File: src/rtl/lemming_if.sv
// Bundles the behaviour-FSM activity flags and the tracker's world-state outputs.
interface lemming_if #(
  parameter int X_WIDTH = 8
);
  logic               tick;
  logic               walk_left;
  logic               walk_right;
  logic               aah;
  logic               digging;
  logic               jumping;
  logic [X_WIDTH-1:0] x_pos;
  logic [3:0]         depth;
  logic [4:0]         fall_cnt;
  logic               at_left_wall;
  logic               at_right_wall;
  logic               splat;
  logic               alive;
  logic               illegal;
  logic [15:0]        step_count;

  // Master drives the activity flags and observes the world state.
  modport master (
    output tick, walk_left, walk_right, aah, digging, jumping,
    input  x_pos, depth, fall_cnt, at_left_wall, at_right_wall,
           splat, alive, illegal, step_count
  );

  // Slave is the tracker itself.
  modport slave (
    input  tick, walk_left, walk_right, aah, digging, jumping,
    output x_pos, depth, fall_cnt, at_left_wall, at_right_wall,
           splat, alive, illegal, step_count
  );
endinterface

File: src/rtl/lemming_tracker.sv
// Integrates the lemming behaviour FSM flags into position, dig depth and
// fall duration; detects fatal landings and flags wall contact.
module lemming_tracker #(
  parameter int X_WIDTH    = 8,
  parameter int X_START    = 64,
  parameter int X_MIN      = 0,
  parameter int X_MAX      = 255,
  parameter int FALL_LIMIT = 20,
  parameter int DIG_TICKS  = 4
) (
  input  logic     clk,
  input  logic     areset_n,
  lemming_if.slave bus
);

  localparam int DIG_W = (DIG_TICKS > 1) ? $clog2(DIG_TICKS) : 1;

  localparam logic [X_WIDTH-1:0] X_START_C  = X_WIDTH'(X_START);
  localparam logic [X_WIDTH-1:0] X_MIN_C    = X_WIDTH'(X_MIN);
  localparam logic [X_WIDTH-1:0] X_MAX_C    = X_WIDTH'(X_MAX);
  localparam logic [X_WIDTH:0]   X_MIN_W    = (X_WIDTH+1)'(X_MIN);
  localparam logic [X_WIDTH:0]   X_MAX_W    = (X_WIDTH+1)'(X_MAX);
  localparam logic [X_WIDTH:0]   TWO_W      = (X_WIDTH+1)'(2);
  localparam logic [4:0]         FALL_LIM_C = 5'(FALL_LIMIT);
  localparam logic [DIG_W-1:0]   DIG_LAST   = DIG_W'(DIG_TICKS - 1);

  typedef enum logic [1:0] {ALIVE, FALLING, DEAD} state_t;
  typedef enum logic {LEFT, RIGHT} dir_t;

  state_t             state_reg, state_next;
  dir_t               dir_reg, dir_next;
  logic [X_WIDTH-1:0] x_reg, x_next;
  logic [3:0]         depth_reg, depth_next;
  logic [4:0]         fall_reg, fall_next;
  logic [DIG_W-1:0]   dig_reg, dig_next;
  logic [15:0]        step_reg, step_next;
  logic               splat_reg, splat_next;
  logic               illegal_reg, illegal_next;

  logic [4:0]         flags;
  logic               multi;
  logic [4:0]         fall_inc;
  logic [X_WIDTH:0]   x_wide;
  logic [X_WIDTH:0]   jump_wide;
  logic [X_WIDTH-1:0] jump_x;

  assign flags    = {bus.walk_left, bus.walk_right, bus.aah, bus.digging, bus.jumping};
  // More than one bit set: clearing the lowest set bit leaves something.
  assign multi    = |(flags & (flags - 5'd1));
  assign fall_inc = (fall_reg == 5'd31) ? fall_reg : fall_reg + 5'd1;

  // Jump target: two units in the current direction, clamped at the walls.
  // Done one bit wider so the +/-2 cannot wrap before the clamp compare.
  assign x_wide    = {1'b0, x_reg};
  assign jump_wide = (dir_reg == LEFT)
                   ? ((x_wide >= X_MIN_W + TWO_W) ? x_wide - TWO_W : X_MIN_W)
                   : ((x_wide + TWO_W <= X_MAX_W) ? x_wide + TWO_W : X_MAX_W);
  assign jump_x    = jump_wide[X_WIDTH-1:0];

  // State register bank; reset abandons any fall or dig in progress.
  always_ff @(posedge clk or negedge areset_n) begin
    if (!areset_n) begin
      state_reg   <= ALIVE;
      dir_reg     <= LEFT;
      x_reg       <= X_START_C;
      depth_reg   <= 4'd0;
      fall_reg    <= 5'd0;
      dig_reg     <= '0;
      step_reg    <= 16'd0;
      splat_reg   <= 1'b0;
      illegal_reg <= 1'b0;
    end else begin
      state_reg   <= state_next;
      dir_reg     <= dir_next;
      x_reg       <= x_next;
      depth_reg   <= depth_next;
      fall_reg    <= fall_next;
      dig_reg     <= dig_next;
      step_reg    <= step_next;
      splat_reg   <= splat_next;
      illegal_reg <= illegal_next;
    end
  end

  // Next-state: hold by default, act only on ticks while not dead.
  always_comb begin
    state_next   = state_reg;
    dir_next     = dir_reg;
    x_next       = x_reg;
    depth_next   = depth_reg;
    fall_next    = fall_reg;
    dig_next     = dig_reg;
    step_next    = step_reg;
    splat_next   = 1'b0;
    illegal_next = 1'b0;
    if (bus.tick && (state_reg != DEAD)) begin
      if (multi) begin
        // Conflicting flags: freeze everything except an ongoing fall,
        // which keeps accumulating while aah is asserted. Not a landing.
        illegal_next = 1'b1;
        if ((state_reg == FALLING) && bus.aah) begin
          fall_next = fall_inc;
        end
      end else if ((state_reg == FALLING) && !bus.aah && (fall_reg > FALL_LIM_C)) begin
        state_next = DEAD;
        splat_next = 1'b1;
      end else begin
        // Survivable landing resets the fall, then the flag is handled as usual.
        if ((state_reg == FALLING) && !bus.aah) begin
          fall_next  = 5'd0;
          state_next = ALIVE;
        end
        if (bus.walk_left) begin
          dir_next = LEFT;
          dig_next = '0;
          if (x_reg > X_MIN_C) begin
            x_next    = x_reg - 1'b1;
            step_next = step_reg + 16'd1;
          end
        end else if (bus.walk_right) begin
          dir_next = RIGHT;
          dig_next = '0;
          if (x_reg < X_MAX_C) begin
            x_next    = x_reg + 1'b1;
            step_next = step_reg + 16'd1;
          end
        end else if (bus.jumping) begin
          dig_next = '0;
          x_next   = jump_x;
          if (jump_x != x_reg) begin
            step_next = step_reg + 16'd1;
          end
        end else if (bus.digging) begin
          if (dig_reg == DIG_LAST) begin
            dig_next   = '0;
            depth_next = (depth_reg == 4'd15) ? depth_reg : depth_reg + 4'd1;
          end else begin
            dig_next = dig_reg + 1'b1;
          end
        end else if (bus.aah) begin
          dig_next   = '0;
          state_next = FALLING;
          fall_next  = fall_inc;
        end
      end
    end
  end

  assign bus.x_pos         = x_reg;
  assign bus.depth         = depth_reg;
  assign bus.fall_cnt      = fall_reg;
  assign bus.step_count    = step_reg;
  assign bus.splat         = splat_reg;
  assign bus.illegal       = illegal_reg;
  assign bus.alive         = (state_reg != DEAD);
  assign bus.at_left_wall  = (x_reg == X_MIN_C);
  assign bus.at_right_wall = (x_reg == X_MAX_C);

endmodule
File: src/flat_wrapper.sv
// flat-port wrapper written by rule: the top's interface ports become plain ports
module lemming_tracker_flat 
#(
  parameter int X_WIDTH    = 8,
  parameter int X_START    = 64,
  parameter int X_MIN      = 0,
  parameter int X_MAX      = 255,
  parameter int FALL_LIMIT = 20,
  parameter int DIG_TICKS  = 4
)
  (clk, areset_n, bus_tick, bus_walk_left, bus_walk_right, bus_aah, bus_digging, bus_jumping, bus_x_pos, bus_depth, bus_fall_cnt, bus_at_left_wall, bus_at_right_wall, bus_splat, bus_alive, bus_illegal, bus_step_count);
  lemming_if #(.X_WIDTH(X_WIDTH)) bus_i ();
  input  logic clk;
  input  logic areset_n;
  input wire logic [$bits(bus_i.tick)-1:0] bus_tick;
  input wire logic [$bits(bus_i.walk_left)-1:0] bus_walk_left;
  input wire logic [$bits(bus_i.walk_right)-1:0] bus_walk_right;
  input wire logic [$bits(bus_i.aah)-1:0] bus_aah;
  input wire logic [$bits(bus_i.digging)-1:0] bus_digging;
  input wire logic [$bits(bus_i.jumping)-1:0] bus_jumping;
  output wire logic [$bits(bus_i.x_pos)-1:0] bus_x_pos;
  output wire logic [$bits(bus_i.depth)-1:0] bus_depth;
  output wire logic [$bits(bus_i.fall_cnt)-1:0] bus_fall_cnt;
  output wire logic [$bits(bus_i.at_left_wall)-1:0] bus_at_left_wall;
  output wire logic [$bits(bus_i.at_right_wall)-1:0] bus_at_right_wall;
  output wire logic [$bits(bus_i.splat)-1:0] bus_splat;
  output wire logic [$bits(bus_i.alive)-1:0] bus_alive;
  output wire logic [$bits(bus_i.illegal)-1:0] bus_illegal;
  output wire logic [$bits(bus_i.step_count)-1:0] bus_step_count;
  assign bus_i.tick = bus_tick;
  assign bus_i.walk_left = bus_walk_left;
  assign bus_i.walk_right = bus_walk_right;
  assign bus_i.aah = bus_aah;
  assign bus_i.digging = bus_digging;
  assign bus_i.jumping = bus_jumping;
  assign bus_x_pos = bus_i.x_pos;
  assign bus_depth = bus_i.depth;
  assign bus_fall_cnt = bus_i.fall_cnt;
  assign bus_at_left_wall = bus_i.at_left_wall;
  assign bus_at_right_wall = bus_i.at_right_wall;
  assign bus_splat = bus_i.splat;
  assign bus_alive = bus_i.alive;
  assign bus_illegal = bus_i.illegal;
  assign bus_step_count = bus_i.step_count;
  lemming_tracker #(.X_WIDTH(X_WIDTH), .X_START(X_START), .X_MIN(X_MIN), .X_MAX(X_MAX), .FALL_LIMIT(FALL_LIMIT), .DIG_TICKS(DIG_TICKS)) u_core (.clk(clk), .areset_n(areset_n), .bus(bus_i));
endmodule
File: config.mk
export PLATFORM = sky130hd
export DESIGN_NAME = lemming_tracker_flat
export DESIGN_NICKNAME = d
export VERILOG_FILES = /design/src/rtl/lemming_if.sv /design/src/rtl/lemming_tracker.sv /design/src/flat_wrapper.sv
export SDC_FILE = /design/constraint.sdc
export NUM_CORES = 1
export LEC_CHECK = 0
export CAP_MARGIN = 20
export CORE_MARGIN = 2
export CORE_UTILIZATION = 55
export DETAILED_ROUTE_END_ITERATION = 7
export PLACE_DENSITY = 0.82
export SETUP_SLACK_MARGIN = 0.5
export SYNTH_ARGS = -nofsm -noshare
export SYNTH_HDL_FRONTEND = slang
export SYNTH_SLANG_ARGS = --single-unit
export TNS_END_PERCENT = 100
File: constraint.sdc
create_clock -name clk -period 4.9 [get_ports clk]
set_input_delay 0.98 -clock clk [delete_from_list [all_inputs] [get_ports clk]]
set_output_delay 0.98 -clock clk [all_outputs]
set_load 0.05 [all_outputs]
==> metrics.txt <==
Starting Density 56.8%; Cell Rows 26; Final Net Count 406; Bufs and invs on worst path 0; multiplexer share of the synthesized area 2.37%; Synth Area in Compound Gates 17.9%; f_max 0.269 GHz; TritonCTS clock tree done; Post-Synth XOR/XNOR Area 8.75%; Post-synth EDFFs 0; clk_lat worst skew 0.29 ns; Final Routed Wirelength 6850 microns; RSZ-0062 raised after global routing no; status complete, no violations; vias in the first global route 2484; layout cells sized above 1 6.77%; Avg WL per Cell 15.1 microns; Simple-Gate Fraction of Synth Area 24.7%; max reg flops 16; Setup CP Type flop to flop; largest net degree at the start of global routing 41; P_leak 0.00149 uW; Peak supply drop 0.000341 V; DRC 0; top cells by area, synth dfrtp_1, ha_1, xor2_1; Worst setup EP type flop; Die Outline Area 0.00587 sq mm; reg2reg setup slack 1.19 ns; Synth Net Count 372; post-synthesis async set-or-reset flop share 100%; vias 2677; Post-Syn Area 0.00290 sq mm; Ys Warns 0; GRT Overall Usage 23.9%; final period utilization 75.8%; Cell variety after synth 54; drt pass-1 iters 4; CP startpoint kind flop; Adder-Cell Fraction of Synth Area 6.81%; max cap viols 0; CTS H-tree lvls 2; chip height 76.6 microns; Area growth, synth to finish 20.1%; CTS Root Cell clkbuf_8; Resized Gates After CTS 0; area taken by multi-input logic gates 0.00176 sq mm; Worst EP arrival 3.88 ns; largest family of logic cells by synthesized area simple AND/OR/NAND/NOR gates; fin crit period 3.71 ns; crit-path cells or4_4 -> or3_1 -> a222oi_1 -> o22ai_1 -> a2111o_1 -> o31ai_4 -> nor4_1 -> xor2_1; DRT iter0 DRCs 180; CP delay by family, top compound AO/OA/AOI/OAI gates; most frequent cells in the layout clkdlybuf4s50_1, dfrtp_1, nand2_1; commonest non-fill, non-tap cell in the layout clkdlybuf4s50_1; gpl congestion 0.992; commonest register cell after synthesis dfrtp_1; Max Clock Skew 0.00851 ns; worst rel slew slack 42.1%; CTS clk-pin slew, worst paths 0.09 ns; initial antenna violation count 0; ANT cells 0; Core ar. 0.00511 sq mm; total gr overflow 0; postcts setup bufs 0; Worst Max-Slew Pin Slew 0.869 ns; vias per inst 5.90; WP data required 5.06 ns; HP Class flop to flop; placed wire-length estimate 4790 microns; Slowest cell on crit path o31ai_4; endpoints failing hold 0; IO Pins 46; Hold-fix buffers, CTS 0; CTS Buf Count 5; Pins Over Slew Limit 0; global-route wire length before repair 11500 microns; Post-Syn Instances 349; IO Port Bufs 45; pwr/cell area 460 mW/mm^2; share of the synthesized area in the top cell type 33.6%; Antenna Nets Post-Route 0; Yosys top cell by area dfrtp_1; crit path max fanout 19; Die W 76.6 microns; FF/Latch Area 0.00100 sq mm; Fillers 412; Sink Count 40; syn avg cell area 8.31 sq um; register bit count reported by yosys 40; clk buf depth 2; # setup viols final 0; WHS 0.469 ns; Sum Neg Setup Slack 0 ns; Crit path largest cell delay 0.65 ns; register area share after synthesis 34.5%
per-layer routing:
metal  wire (microns)  global-route usage (%)  vias to the layer above
met3              409                    4.27                        8
li1                 -                       -                     1309
met1             3040                    32.0                     1269
met4               89                    9.27                        0
met2             3310                    38.5                       91
met5                0                       0                        -
metrics by stage:
step	area (sq um)	total power, uW	util (%)	worst slack (ns)	instances
after floorplan	2900	1100	-	1.31	349
after global placement	3370	1310	65.9	1.19	446
after detailed placement	3370	1320	65.9	1.21	446
after CTS	3480	1600	68.2	1.22	454
after global routing	3480	1710	68.2	0.864	454
final	3480	1600	68.2	1.19	454
kinds of logic after synthesis:
family | count (synthesis)
multiplexers | 6
flip-flops | 40
adder cells (fa/ha/maj) | 16
buffers and inverters | 33
XOR/XNOR | 29
AND/OR/NAND/NOR | 146
AO/OA/AOI/OAI | 79
Yosys cell counts (2+ instances only):
cell       n
and3_1     8
dfrtp_1   39
nand2b_1   2
mux2_2     3
o21ai_0   24
buf_6      2
a31oi_1    3
nor3b_1    4
o22ai_1    8
nand2_1   35
nand4_1    4
nand3b_1   5
or2_2      3
a32o_1     2
xor2_1    19
a22o_1     4
buf_2      2
ha_1      15
a21o_1     3
or3_1      5
and2_1     3
xnor2_1   10
a211oi_1   3
nor2_1    32
buf_1      3
nor3_1    16
clkbuf_1  14
nand3_1   21
mux2i_1    2
a21oi_1   17
inv_1     11
nor4_1     5
final timing paths:
path	from	endpoint	cells after the start
worst max-delay path	u_core.bus.x_pos[4]	u_core.bus.step_count[11]	8
worst min-delay path	u_core.bus.step_count[15]	u_core.bus.step_count[15]	1
worst max register to register	u_core.bus.x_pos[4]	u_core.bus.step_count[11]	8
worst min register to register	u_core.bus.step_count[15]	u_core.bus.step_count[15]	1
max in group asynchronous	areset_n	u_core.state_reg[1]	1
min in group asynchronous	areset_n	u_core.bus.x_pos[3]	1
power by group:
group | internal [uW] | leakage, uW | switching, uW | total (uW)
clock network | 153 | 0.0000548 | 122 | 275
logic | 306 | 0.000911 | 480 | 786
registers | 384 | 0.000523 | 156 | 541
cell type report:
type	instances	area share, %
clock buffers	5	1.98
clock inverters	3	1.33
inverters	11	1.19
well taps	70	2.51
flip-flops and latches	40	28.8
multi-input cells	276	50.6
repair buffers	49	13.6
worst reg2reg max path, stage by stage (launching register included):
cell	delay (ns)
dfrtp_1	0.59
or4_4	0.59
or3_1	0.47
a222oi_1	0.32
o22ai_1	0.13
a2111o_1	0.46
o31ai_4	0.65
nor4_1	0.17
xor2_1	0.19
Note: power is estimated with default switching activity, not from simulation.
